==> src/rtl/bit_tx_pkg.sv <==
// Shared definitions for the bit transmitter control path: FSM state encoding
// and default field widths.
package bit_tx_pkg;

  localparam int DEF_CNT_W  = 8;
  localparam int DEF_PORT_W = 2;

  typedef enum logic [2:0] {
    IDLE  = 3'd0,
    PORT  = 3'd1,
    COUNT = 3'd2,
    LOAD  = 3'd3,
    DATA  = 3'd4,
    DONE  = 3'd5
  } state_t;

endpackage

==> src/rtl/sipo_shift.sv <==
// Serial-in parallel-out shift register, MSB first (new bit enters at bit 0).
// Synchronous active-low clear has priority over the shift enable.
module sipo_shift #(
  parameter int W = 8
) (
  input  logic         clk,
  input  logic         clr_n,
  input  logic         en,
  input  logic         din,
  output logic [W-1:0] q
);

  logic [W-1:0] q_reg;
  logic [W-1:0] q_next;

  genvar gi;

  assign q_next[0] = din;

  generate
    for (gi = 1; gi < W; gi++) begin : g_shift
      assign q_next[gi] = q_reg[gi-1];
    end
  endgenerate

  always_ff @(posedge clk) begin
    if (!clr_n) begin
      q_reg <= '0;
    end else if (en) begin
      q_reg <= q_next;
    end
  end

  assign q = q_reg;

endmodule

==> src/rtl/bit_frame_controller.sv <==
// Parses start bit, port address and bit-count field from serIn and drives the
// transmitter's load / enable / count inputs plus a one-hot sink select.
module bit_frame_controller
  import bit_tx_pkg::*;
#(
  parameter int CNT_W  = DEF_CNT_W,
  parameter int PORT_W = DEF_PORT_W
) (
  input  logic                   clk,
  input  logic                   rst,
  input  logic                   serIn,
  input  logic                   cout,
  output logic                   load,
  output logic                   cnt_8_en,
  output logic [CNT_W-1:0]       parin_8_cnt,
  output logic [(2**PORT_W)-1:0] port_sel,
  output logic                   busy,
  output logic                   done
);

  localparam int NSEL      = 2 ** PORT_W;
  localparam int FIELD_MAX = (CNT_W > PORT_W) ? CNT_W : PORT_W;
  localparam int BC_W      = $clog2(FIELD_MAX) + 1;

  localparam logic [BC_W-1:0] PORT_LAST = BC_W'(PORT_W - 1);
  localparam logic [BC_W-1:0] CNT_LAST  = BC_W'(CNT_W - 1);

  state_t state_reg, state_next;
  logic [BC_W-1:0] bit_cnt_reg, bit_cnt_next;

  logic port_shift_en;
  logic count_shift_en;
  logic [PORT_W-1:0] port_q;
  logic [CNT_W-2:0]  count_hi_q;
  logic [CNT_W-1:0]  count_full;
  logic [NSEL-1:0]   port_onehot;

  logic                 load_reg, load_next;
  logic                 cnt_en_reg, cnt_en_next;
  logic [CNT_W-1:0]     parin_reg, parin_next;
  logic [NSEL-1:0]      port_sel_reg, port_sel_next;
  logic                 busy_reg, busy_next;
  logic                 done_reg, done_next;

  genvar gi;

  sipo_shift #(.W(PORT_W)) u_port_shift (
    .clk   (clk),
    .clr_n (rst),
    .en    (port_shift_en),
    .din   (serIn),
    .q     (port_q)
  );

  // Only the first CNT_W-1 count bits are stored; the last one is taken straight
  // from serIn so the full count is available on the edge that enters LOAD.
  sipo_shift #(.W(CNT_W - 1)) u_count_shift (
    .clk   (clk),
    .clr_n (rst),
    .en    (count_shift_en),
    .din   (serIn),
    .q     (count_hi_q)
  );

  assign count_full = {count_hi_q, serIn};

  generate
    for (gi = 0; gi < NSEL; gi++) begin : g_onehot
      assign port_onehot[gi] = (port_q == PORT_W'(gi));
    end
  endgenerate

  always_comb begin
    state_next     = state_reg;
    bit_cnt_next   = bit_cnt_reg;
    port_shift_en  = 1'b0;
    count_shift_en = 1'b0;

    case (state_reg)
      IDLE: begin
        if (!serIn) begin
          state_next   = PORT;
          bit_cnt_next = '0;
        end
      end
      PORT: begin
        port_shift_en = 1'b1;
        if (bit_cnt_reg == PORT_LAST) begin
          state_next   = COUNT;
          bit_cnt_next = '0;
        end else begin
          bit_cnt_next = bit_cnt_reg + BC_W'(1);
        end
      end
      COUNT: begin
        count_shift_en = 1'b1;
        if (bit_cnt_reg == CNT_LAST) begin
          state_next   = (count_full == '0) ? DONE : LOAD;
          bit_cnt_next = '0;
        end else begin
          bit_cnt_next = bit_cnt_reg + BC_W'(1);
        end
      end
      LOAD: state_next = DATA;
      DATA: begin
        if (cout) begin
          state_next = DONE;
        end
      end
      DONE:    state_next = IDLE;
      default: state_next = IDLE;
    endcase
  end

  // Outputs are decoded from the next state so every one leaves a flop.
  always_comb begin
    load_next     = (state_next == LOAD);
    cnt_en_next   = (state_next == DATA);
    busy_next     = (state_next != IDLE);
    done_next     = (state_next == DONE);
    port_sel_next = (state_next == DATA) ? port_onehot : '0;
    parin_next    = (state_next == LOAD) ? count_full : parin_reg;
  end

  always_ff @(posedge clk) begin
    if (!rst) begin
      state_reg    <= IDLE;
      bit_cnt_reg  <= '0;
      load_reg     <= 1'b0;
      cnt_en_reg   <= 1'b0;
      parin_reg    <= '0;
      port_sel_reg <= '0;
      busy_reg     <= 1'b0;
      done_reg     <= 1'b0;
    end else begin
      state_reg    <= state_next;
      bit_cnt_reg  <= bit_cnt_next;
      load_reg     <= load_next;
      cnt_en_reg   <= cnt_en_next;
      parin_reg    <= parin_next;
      port_sel_reg <= port_sel_next;
      busy_reg     <= busy_next;
      done_reg     <= done_next;
    end
  end

  assign load        = load_reg;
  assign cnt_8_en    = cnt_en_reg;
  assign parin_8_cnt = parin_reg;
  assign port_sel    = port_sel_reg;
  assign busy        = busy_reg;
  assign done        = done_reg;

endmodule

==> config.mk <==
export PLATFORM = sky130hd
export DESIGN_NAME = bit_frame_controller
export DESIGN_NICKNAME = d
export VERILOG_FILES = /design/src/rtl/bit_tx_pkg.sv /design/src/rtl/sipo_shift.sv /design/src/rtl/bit_frame_controller.sv
export SDC_FILE = /design/constraint.sdc
export NUM_CORES = 1
export LEC_CHECK = 0
export ABC_CLOCK_PERIOD_IN_PS = 1730
export CAP_MARGIN = 10
export CORE_MARGIN = 8
export CORE_UTILIZATION = 40
export CTS_CLUSTER_DIAMETER = 200
export DETAILED_ROUTE_END_ITERATION = 16
export PLACE_DENSITY = 0.73
export SYNTH_ARGS = -nofsm -noshare
export SYNTH_HDL_FRONTEND = slang
export SYNTH_SLANG_ARGS = --single-unit
export TNS_END_PERCENT = 50
==> constraint.sdc <==
create_clock -name clk -period 1.73 [get_ports clk]
set_clock_uncertainty 0.2 [all_clocks]
set_input_delay 0.4325 -clock clk [delete_from_list [all_inputs] [get_ports clk]]
set_output_delay 0.4325 -clock clk [all_outputs]
set_load 0.005 [all_outputs]
==> flow_summary.yaml <==
critical_path:
  arrival_ns: 1.91
  start_kind: "flip-flop"
  critical_path.slowest_cell: "or4_4"
  criticalPathCategory: "reg2reg"
  crit_fanout: 5
  required_ns: 1.80
  crit_path_end_kind: "flip-flop"
  slowest_delay_ns: 0.57
  crit_path_cell_trace: "or4_4, o31ai_4, a22oi_2, buf_4, a31oi_1"
clock_tree:
  cts_root_buf: "clkbuf_4"
  htreeDepth: 2
  cts_buffer_depth: 2
  numCtsBuffers: 5
  clk_pin_slew_ns: 0.09
  cts_tree: "yes"
  cts.sinks: 32
  clkLatencyLatePin_ns: 0.33
die:
  initial_core_util_pct: 41.08
  die_w_um: 74.31
  ios: 20
  core_um2: 3311
  dieArea_um2: 5522
  die_y_um: 74.31
  rows: 21
timing:
  max_freq_ghz: 0.5444
  period_needed_ns: 1.837
  tightest_slew_ns: 0.3129
  setup_slack_ns: -0.1070
  rsz0062_at_grt: "yes"
  drv_slew: 0
  setup_violations: 19
  timing.final.crit_share_pct: 106.2
  maxSlewHeadroom_pct: 79.14
  hold_viol: 0
synthesis:
  postSynthCellCount: 149
  synth.avg_cell_area_um2: 9.128
  synth.top_cell.area_share_pct: 47.10
  synth_cell_type_count: 38
  yosys.area.top_type: "dfxtp_1"
  syn_nets: 155
  synthArstFlopShare_pct: 0
  syn_area_um2: 1360
  yosysSeqAreaShare_pct: 47.10
  synth_warnings: 0
  synth_edf_count: 0
  ys_ff_latch: 32
  synth_area_leaders: "dfxtp_1 47%, nand2_1 10%, mux2i_1 5.9%, a21oi_1 4.0%, nor2_1 2.5%"
  synth_ff_type: "dfxtp_1"
global_routing:
  grt.overflow.total: 0
  grt_antenna_before_repair: 0
  grt_max_degree: 18
  grt_pass1_vias: 1296
  grt_first_pass_wirelength_mm: 5.947
  grtUsageTotal_pct: 14.17
layout:
  final_cell_mix: "43 x buf_4, 36 x nand2_1, 23 x dfxtp_1"
  final_common_cell: "buf_4"
  final_design_area_no_fill_um2: 2131
  n_antenna_cell: 0
  finalNetCount: 222
  drive_gt1_share_pct: 41.94
  largest_reg_flops: 8
  layout-area-overhead-vs-synth_pct: 56.67
route:
  vias: 1300
  drt_wl_total_mm: 3.570
  final_antenna_net_count: 0
  drc: 0
  drt_iter0_drc: 82
  routed_via_density: 4.943
  wl_per_cell_um: 13.57
  drt_pass1_iterations: 4
placement:
  placed_area_um2: 1887
  io_buffers: 19
  hpwl_mm: 2.501
  globalplace.congestion: 0.8322
  dp_slack_ns: -0.6157
status:
  status: "complete, but fails checks"
  violations: "setup timing"
run:
  max_cap_viol_count: 0
power:
  ir_drop_uv: 447.7
  power_density_nw_per_um2: 778.0
  p_leak_uw: 0.0009091
hold_path:
  worstHoldPathType: "reg2reg"
kinds of logic (layout without fill, tap and decap cells):
logic type	Yosys count	after routing	share of synthesized area, %
mux	8	8	5.888
compound gates	28	28	16.10
fa+ha+maj	2	2	1.840
flops	32	32	47.10
buf+inv	10	78	3.127
simple gates	69	69	25.94
synth_stat cells, types with 3 or more instances:
library cell / count
nand2_1: 37
dfxtp_1: 32
a21oi_1: 11
nor2_1: 9
mux2i_1: 8
clkbuf_1: 4
inv_1: 4
nor2b_1: 3
o21ai_0: 3
or3b_2: 3
critical path, delay by kind of cell, from the launching register on:
family | cells | cell delay (ns)
compound gates | 3 | 0.50
flops | 1 | 0.33
simple gates | 1 | 0.57
buf+inv | 1 | 0.17
final timing paths:
| path | from | endpoint | slack (ns) | cells past startpoint |
|---|---|---|---|---|
| worst max-delay path | u_count_shift.q[3]$_SDFFE_PN0P_ | busy$_SDFF_PN0_ | -0.11 | 5 |
| worst min register to register | parin_8_cnt[4]$_SDFFE_PN0N_ | parin_8_cnt[4]$_SDFFE_PN0N_ | 0.26 | 2 |
| worst min-delay path | parin_8_cnt[4]$_SDFFE_PN0N_ | parin_8_cnt[4]$_SDFFE_PN0N_ | 0.26 | 2 |
| worst max register to register | u_count_shift.q[3]$_SDFFE_PN0P_ | busy$_SDFF_PN0_ | -0.11 | 5 |
layout make-up:
type	count	area, µm²
Fill cell	299	1180
Multi-Input combinational cell	107	798.3
Inverter	4	15.01
Tap cell	46	57.56
Sequential cell	32	656.9
Clock buffer	8	58.81
Timing Repair Buffer	66	544.3
metrics by stage:
stage | utilization, % | TNS [ns] | hold WS [ns] | power, µW | std cells
6_report | 64.36 | -1.259 | 0.2580 | 1658 | 263
5_1_grt | 64.36 | -2.587 | 0.2662 | 1753 | 263
4_1_cts | 61.98 | -1.193 | 0.2593 | 1629 | 259
3_5_place_dp | 56.99 | -10.50 | 0.2483 | 1144 | 246
3_3_place_gp | 56.99 | -10.16 | 0.2431 | 1132 | 246
2_1_floorplan | - | -0.6105 | 0.2497 | 983.0 | 149
power breakdown:
| group | internal [µW] | switching [µW] |
|---|---|---|
| logic | 229 | 196 |
| clock network | 200 | 241 |
| registers | 763 | 28.7 |
repair_timing:
action                                  in CTS  in global routing
resized for setup                           45                 10
hold buffers                                 0                  0
endpoints found under the setup margin      38                 20
pin swaps                                   13                  4
buffers inserted                             5                  4
per-layer routing:
layer	vias up	wire length, µm	share of wire [%]	global-route usage, %
li1	648	-	-	-
met2	30	1787	50	23.34
met5	-	0	0	0
met3	7	200	5.6	4.717
met4	0	75	2.1	7.174
met1	615	1507	42	15.96
Power figures use the tool's default switching activity.
